--- config.mk ---
export PLATFORM = sky130hd
export DESIGN_NAME = neuron_accum_flat
export DESIGN_NICKNAME = d
export VERILOG_FILES = /design/src/rtl/neuron_accum_if.sv /design/src/rtl/neuron_accum.sv /design/src/flat_wrapper.sv
export SDC_FILE = /design/constraint.sdc
export NUM_CORES = 2
export LEC_CHECK = 0
export CORE_ASPECT_RATIO = 1.2
export CORE_MARGIN = 2
export CORE_UTILIZATION = 45
export DETAILED_ROUTE_END_ITERATION = 16
export PLACE_DENSITY = 0.67
export SLEW_MARGIN = 20
export SYNTH_ARGS = -nofsm -noshare
export SYNTH_HDL_FRONTEND = slang
export SYNTH_SLANG_ARGS = --single-unit
--- constraint.sdc ---
create_clock -name Clk -period 19.4 [get_ports Clk]
set_input_delay 4.85 -clock Clk [delete_from_list [all_inputs] [get_ports Clk]]
set_output_delay 4.85 -clock Clk [all_outputs]
set_load 0.01 [all_outputs]
--- src/rtl/neuron_accum_if.sv ---
// Handshake bundle for neuron_accum: Q16.16 term stream in, IEEE-754 single result out.
interface neuron_accum_if;
  logic        in_valid;
  logic        in_ready;
  logic        in_last;
  logic [31:0] weight;
  logic [31:0] act;
  logic [31:0] bias;
  logic        out_valid;
  logic        out_ready;
  logic [31:0] x_float;
  logic        sat;
  logic        len_err;

  modport master (
    output in_valid, in_last, weight, act, bias, out_ready,
    input  in_ready, out_valid, x_float, sat, len_err
  );

  modport slave (
    input  in_valid, in_last, weight, act, bias, out_ready,
    output in_ready, out_valid, x_float, sat, len_err
  );
endinterface

--- src/rtl/neuron_accum.sv ---
// neuron_accum: Q16.16 multiply-accumulate onto a bias, saturate to 32 bits, convert to float.
// Optional macro NEURON_ACCUM_ROUND_EN rounds each term half-up instead of truncating toward -inf.
module neuron_accum #(
  parameter int N_INPUTS = 16
) (
  input  logic          Clk,
  input  logic          Reset,
  neuron_accum_if.slave bus
);
  localparam int CW = $clog2(N_INPUTS + 1);
  localparam logic signed [47:0] SAT_MAX = 48'sh0000_7FFF_FFFF;
  localparam logic signed [47:0] SAT_MIN = 48'shFFFF_8000_0000;

  typedef enum logic [1:0] {
    S_IDLE    = 2'd0,
    S_ACCUM   = 2'd1,
    S_CONVERT = 2'd2,
    S_OUT     = 2'd3
  } state_t;

  state_t             r_state;
  state_t             w_state_nxt;
  logic signed [47:0] r_acc;
  logic [CW-1:0]      r_cnt;
  logic               r_len_pend;
  logic               r_out_valid;
  logic [31:0]        r_x_float;
  logic               r_sat;
  logic               r_len_err;

  logic signed [47:0] w_prod;
  logic signed [47:0] w_prod_adj;
  logic signed [31:0] w_term;
  logic signed [47:0] w_acc_base;
  logic signed [47:0] w_acc_nxt;
  logic [CW-1:0]      w_cnt_nxt;
  logic               w_in_ready;
  logic               w_accept;
  logic               w_xfer;
  logic               w_at_limit;
  logic               w_end;
  logic [31:0]        w_sat_val;
  logic               w_clip;

  // Exponent is biased by 127 and corrected by 16 for the Q16.16 binary point.
  function automatic logic [31:0] fix_to_float(input logic [31:0] s);
    logic [31:0] mag;
    logic [31:0] norm;
    logic [4:0]  p;
    begin
      mag  = s[31] ? (32'd0 - s) : s;
      p    = 5'd0;
      for (int i = 0; i < 32; i++) begin
        p = mag[i] ? 5'(i) : p;
      end
      norm = mag << (5'd31 - p);
      fix_to_float = (s == 32'd0) ? 32'd0
                   : {s[31], 8'd111 + {3'd0, p}, 23'(norm >> 8)};
    end
  endfunction

  always_comb begin
    w_prod = 48'(signed'(bus.weight)) * 48'(signed'(bus.act));
`ifdef NEURON_ACCUM_ROUND_EN
    w_prod_adj = w_prod + 48'sd32768;
`else
    w_prod_adj = w_prod;
`endif
    w_term     = 32'(w_prod_adj >>> 16);
    w_in_ready = (r_state == S_IDLE) || (r_state == S_ACCUM);
    w_accept   = bus.in_valid & w_in_ready;
    w_xfer     = r_out_valid & bus.out_ready;
    w_acc_base = (r_state == S_IDLE) ? {{16{bus.bias[31]}}, bus.bias} : r_acc;
    w_acc_nxt  = w_acc_base + {{16{w_term[31]}}, w_term};
    w_cnt_nxt  = (r_state == S_IDLE) ? CW'(1) : (r_cnt + CW'(1));
    w_at_limit = (w_cnt_nxt == CW'(N_INPUTS));
    w_end      = bus.in_last | w_at_limit;
  end

  always_comb begin
    if (r_acc > SAT_MAX) begin
      w_sat_val = 32'h7FFF_FFFF;
      w_clip    = 1'b1;
    end else if (r_acc < SAT_MIN) begin
      w_sat_val = 32'h8000_0000;
      w_clip    = 1'b1;
    end else begin
      w_sat_val = r_acc[31:0];
      w_clip    = 1'b0;
    end
  end

  always_comb begin
    w_state_nxt = r_state;
    case (r_state)
      S_IDLE, S_ACCUM: begin
        if (w_accept) begin
          w_state_nxt = w_end ? S_CONVERT : S_ACCUM;
        end else begin
          w_state_nxt = r_state;
        end
      end
      S_CONVERT: w_state_nxt = S_OUT;
      S_OUT:     w_state_nxt = w_xfer ? S_IDLE : S_OUT;
      default:   w_state_nxt = S_IDLE;
    endcase
  end

  // out_valid trails entry into S_OUT by one edge so the result is two edges behind the last term.
  always_ff @(posedge Clk) begin
    if (Reset) begin
      r_state     <= S_IDLE;
      r_acc       <= 48'sd0;
      r_cnt       <= CW'(0);
      r_len_pend  <= 1'b0;
      r_out_valid <= 1'b0;
      r_x_float   <= 32'd0;
      r_sat       <= 1'b0;
      r_len_err   <= 1'b0;
    end else begin
      r_state     <= w_state_nxt;
      r_out_valid <= (r_state == S_OUT) & ~w_xfer;
      if (w_accept) begin
        r_acc      <= w_acc_nxt;
        r_cnt      <= w_cnt_nxt;
        r_len_pend <= w_at_limit & ~bus.in_last;
      end
      if (r_state == S_CONVERT) begin
        r_x_float <= fix_to_float(w_sat_val);
        r_sat     <= w_clip;
        r_len_err <= r_len_pend;
      end else if (w_xfer) begin
        r_x_float <= 32'd0;
        r_sat     <= 1'b0;
        r_len_err <= 1'b0;
      end
    end
  end

  assign bus.in_ready  = w_in_ready;
  assign bus.out_valid = r_out_valid;
  assign bus.x_float   = r_x_float;
  assign bus.sat       = r_sat;
  assign bus.len_err   = r_len_err;
endmodule

--- src/flat_wrapper.sv ---
// flat-port wrapper written by rule: the top's interface ports become plain ports
module neuron_accum_flat 
#(
  parameter int N_INPUTS = 16
)
  (Clk, Reset, bus_in_valid, bus_in_last, bus_weight, bus_act, bus_bias, bus_out_ready, bus_in_ready, bus_out_valid, bus_x_float, bus_sat, bus_len_err);
  neuron_accum_if bus_i ();
  input  logic Clk;
  input  logic Reset;
  input wire logic [$bits(bus_i.in_valid)-1:0] bus_in_valid;
  input wire logic [$bits(bus_i.in_last)-1:0] bus_in_last;
  input wire logic [$bits(bus_i.weight)-1:0] bus_weight;
  input wire logic [$bits(bus_i.act)-1:0] bus_act;
  input wire logic [$bits(bus_i.bias)-1:0] bus_bias;
  input wire logic [$bits(bus_i.out_ready)-1:0] bus_out_ready;
  output wire logic [$bits(bus_i.in_ready)-1:0] bus_in_ready;
  output wire logic [$bits(bus_i.out_valid)-1:0] bus_out_valid;
  output wire logic [$bits(bus_i.x_float)-1:0] bus_x_float;
  output wire logic [$bits(bus_i.sat)-1:0] bus_sat;
  output wire logic [$bits(bus_i.len_err)-1:0] bus_len_err;
  assign bus_i.in_valid = bus_in_valid;
  assign bus_i.in_last = bus_in_last;
  assign bus_i.weight = bus_weight;
  assign bus_i.act = bus_act;
  assign bus_i.bias = bus_bias;
  assign bus_i.out_ready = bus_out_ready;
  assign bus_in_ready = bus_i.in_ready;
  assign bus_out_valid = bus_i.out_valid;
  assign bus_x_float = bus_i.x_float;
  assign bus_sat = bus_i.sat;
  assign bus_len_err = bus_i.len_err;
  neuron_accum #(.N_INPUTS(N_INPUTS)) u_core (.Clk(Clk), .Reset(Reset), .bus(bus_i));
endmodule
==> run summary <==
outcome = finished, final reports clean
Mapped Nets = 5754
Setup TNS Final = 0 ps
syn_area_per_cell = 8.23 sq um
initial antenna violation count = 3
I/O Buffers = 136
asr flop ratio synth = 0%
skew final = 8.14 ps
post_cts resized = 0
Tcrit/Tclk final = 83.7%
most common cell after layout, fill and taps aside = inv_1
slowest stage cell, crit path = clkdlybuf4s50_1
Synthesis Warnings = 0
pin count of the biggest net entering global routing = 72
Setup Buffers After CTS = 0
Core Rows = 116
most frequent cells in the layout = inv_1 (983), nand2_1 (957), fa_1 (839)
final net count = 5690
Worst-Margin Slew = 1080 ps
Top FF cell, synth = dfxtp_1
f_max = 61.6 MHz
filler instances = 8097
CP Data Arrival Time = 16540 ps
Synth area leader = fa_1
Max Slew Vio Count = 0
global-route wire length before repair = 174000 um
TritonCTS clock tree = built
Clock Sink Count = 91
clock buffer depth = 2
Syn Std Cell Area = 0.0379 sq mm
Die Footprint = 0.0865 sq mm
EDFF count, synth = 0
DR vias/cell = 5.44
Die X = 269 um
vias in the first global route = 32700
drt total wl = 106000 um
startpoint types = primary input
kind of critical path = in2reg
core footprint = 0.0833 sq mm
Overflow after GRT = 0
Max Fanout on Critical Path = 17
Most common cell on crit path = fa_1
Vias = 30800
Fin Hold WS = 453 ps
Area contributors post-synth = fa_1 (44%), inv_1 (9.7%), nand2_1 (9.5%)
Syn Inst Count = 4601
Setup-failing EPs final = 0
Critical Path Start = bus_weight[15]
share of the synthesized area in the top cell type = 44.4%
Clock Pin Slew Worst Setup and Hold Paths = 70 ps
Ports = 137
Crit. End Element = register
class of the worst hold path = reg2reg
FF/Latch Area = 0.00182 sq mm
drt pass-1 iters = 7
DRC = 0
CTS Hold Bufs = 0
CP peak stage delay = 890 ps
Clock Root Buffer = clkbuf_16
gpl congestion = 0.932
fin util = 48.4%
Multi-input gate area = 0.0313 sq mm
DRT antenna net count = 0
Die H = 322 um
RR Startpoint = u_core.r_acc[47]$_SDFFE_PP0P_
unrepaired setup endpoints after global routing = false
total track usage = 25.5%
starting density of the core = 45.4%
per-cell routed wire length = 18.6 um
worst path bufs/invs = 8
area grow syn2layout = 6.47%
relative slew slack = 27.7%
Final Hold Viols = 0
layout cells sized above 1 = 2.84%
Critical Path RT = 19710 ps
min-delay src = u_core.bus.x_float[9]$_SDFFE_PP0P_
CTS Buf Count = 9
cell family with most CP delay = adder cells
#FFs+latches synth = 91
CTS H-Tree Depth = 3
minimum clock period = 16240 ps
Distinct cells, synth = 83
clk_lat worst skew = 380 ps
register area share after synthesis = 4.81%
number of DRC markers in iteration 0 = 2325
dpl hpwl = 84400 um
MaxCap Viol Count = 0
-- worst paths after layout --
| kind | endpoint | slack (ps) | cells after the start |
|---|---|---|---|
| max reg2reg | u_core.bus.x_float[20]$_SDFFE_PP0P_ | 11510 | 22 |
| max | u_core.r_acc[47]$_SDFFE_PP0P_ | 3160 | 44 |
| min | u_core.bus.x_float[9]$_SDFFE_PP0P_ | 450 | 2 |
| min reg2reg | u_core.bus.x_float[9]$_SDFFE_PP0P_ | 450 | 2 |
-- flip-flops by register name, summed over array words and instances (netlist names) --
name                  cells
u_core.bus.len_err        1
u_core.bus.out_valid      1
u_core.bus.sat            1
u_core.bus.x_float       32
u_core.r_acc             48
u_core.r_cnt              5
u_core.r_len_pend         1
u_core.r_state            2
-- stage by stage --
step | cells | cell area, sq um | setup slack (ps)
6_report | 5664 | 40300 | 3160
5_1_grt | 5663 | 40300 | 2370
4_1_cts | 5663 | 40300 | 3270
3_5_place_dp | 5647 | 40000 | 2910
3_3_place_gp | 5647 | 40000 | 3030
2_1_floorplan | 4601 | 37900 | 4200
-- worst reg2reg max path, delay by kind of cell (launching register included) --
kind / cells / cell delay, ps
flops: 1 / 300
simple gates: 7 / 2720
buf+inv: 3 / 1080
mux: 1 / 330
compound gates: 10 / 2780
fa+ha+maj: 1 / 590
-- layer usage --
metal | global-route usage [%] | share of wire, % | up-vias | wire (um)
met4 | 6.86 | 2.7 | 4 | 2810
met1 | 33.5 | 41 | 15600 | 42900
met2 | 44.6 | 50 | 1193 | 52400
met5 | 0 | 0.026 | - | 27
met3 | 2.80 | 6.9 | 207 | 7310
li1 | - | - | 13800 | -
-- logic make-up after synthesis --
kind of cell / count (synthesis) / synth area share [%]
simple gates: 1514 / 17.9
buf+inv: 1256 / 12.6
fa+ha+maj: 1052 / 51.4
compound gates: 521 / 9.26
xor+xnor: 114 / 2.64
flops: 91 / 4.81
mux: 53 / 1.43
-- cell usage after synthesis (all sizes together) (10+ instances only) --
cell     number
a211oi       26
a21o         57
a21oi       152
a22o         10
a22oi        11
a31oi        16
and2        212
and3         10
buf          30
clkbuf      242
dfxtp        91
fa          839
ha          213
inv         984
mux2i        45
nand2       958
nand2b       24
nand3        33
nand4        25
nor2        128
nor2b        10
nor3         41
nor4         21
o2111ai      12
o211ai       19
o21a         20
o21ai        81
o21bai       11
o22ai        12
or3          10
or4          14
xnor2        94
xor2         20
-- cell type report --
| type | instances | share of cell area, % |
|---|---|---|
| flip-flops and latches | 91 | 4.52 |
| diodes | 1 | 0.00621 |
| well taps | 1121 | 3.48 |
| clock inverters | 7 | 0.146 |
| clock buffers | 9 | 0.559 |
| inverters | 984 | 9.16 |
| repair buffers | 197 | 4.40 |
| multi-input cells | 3254 | 77.7 |
Power is not shown: default switching activity piles up to over one toggle a cycle in this logic, so the estimate is an artifact.
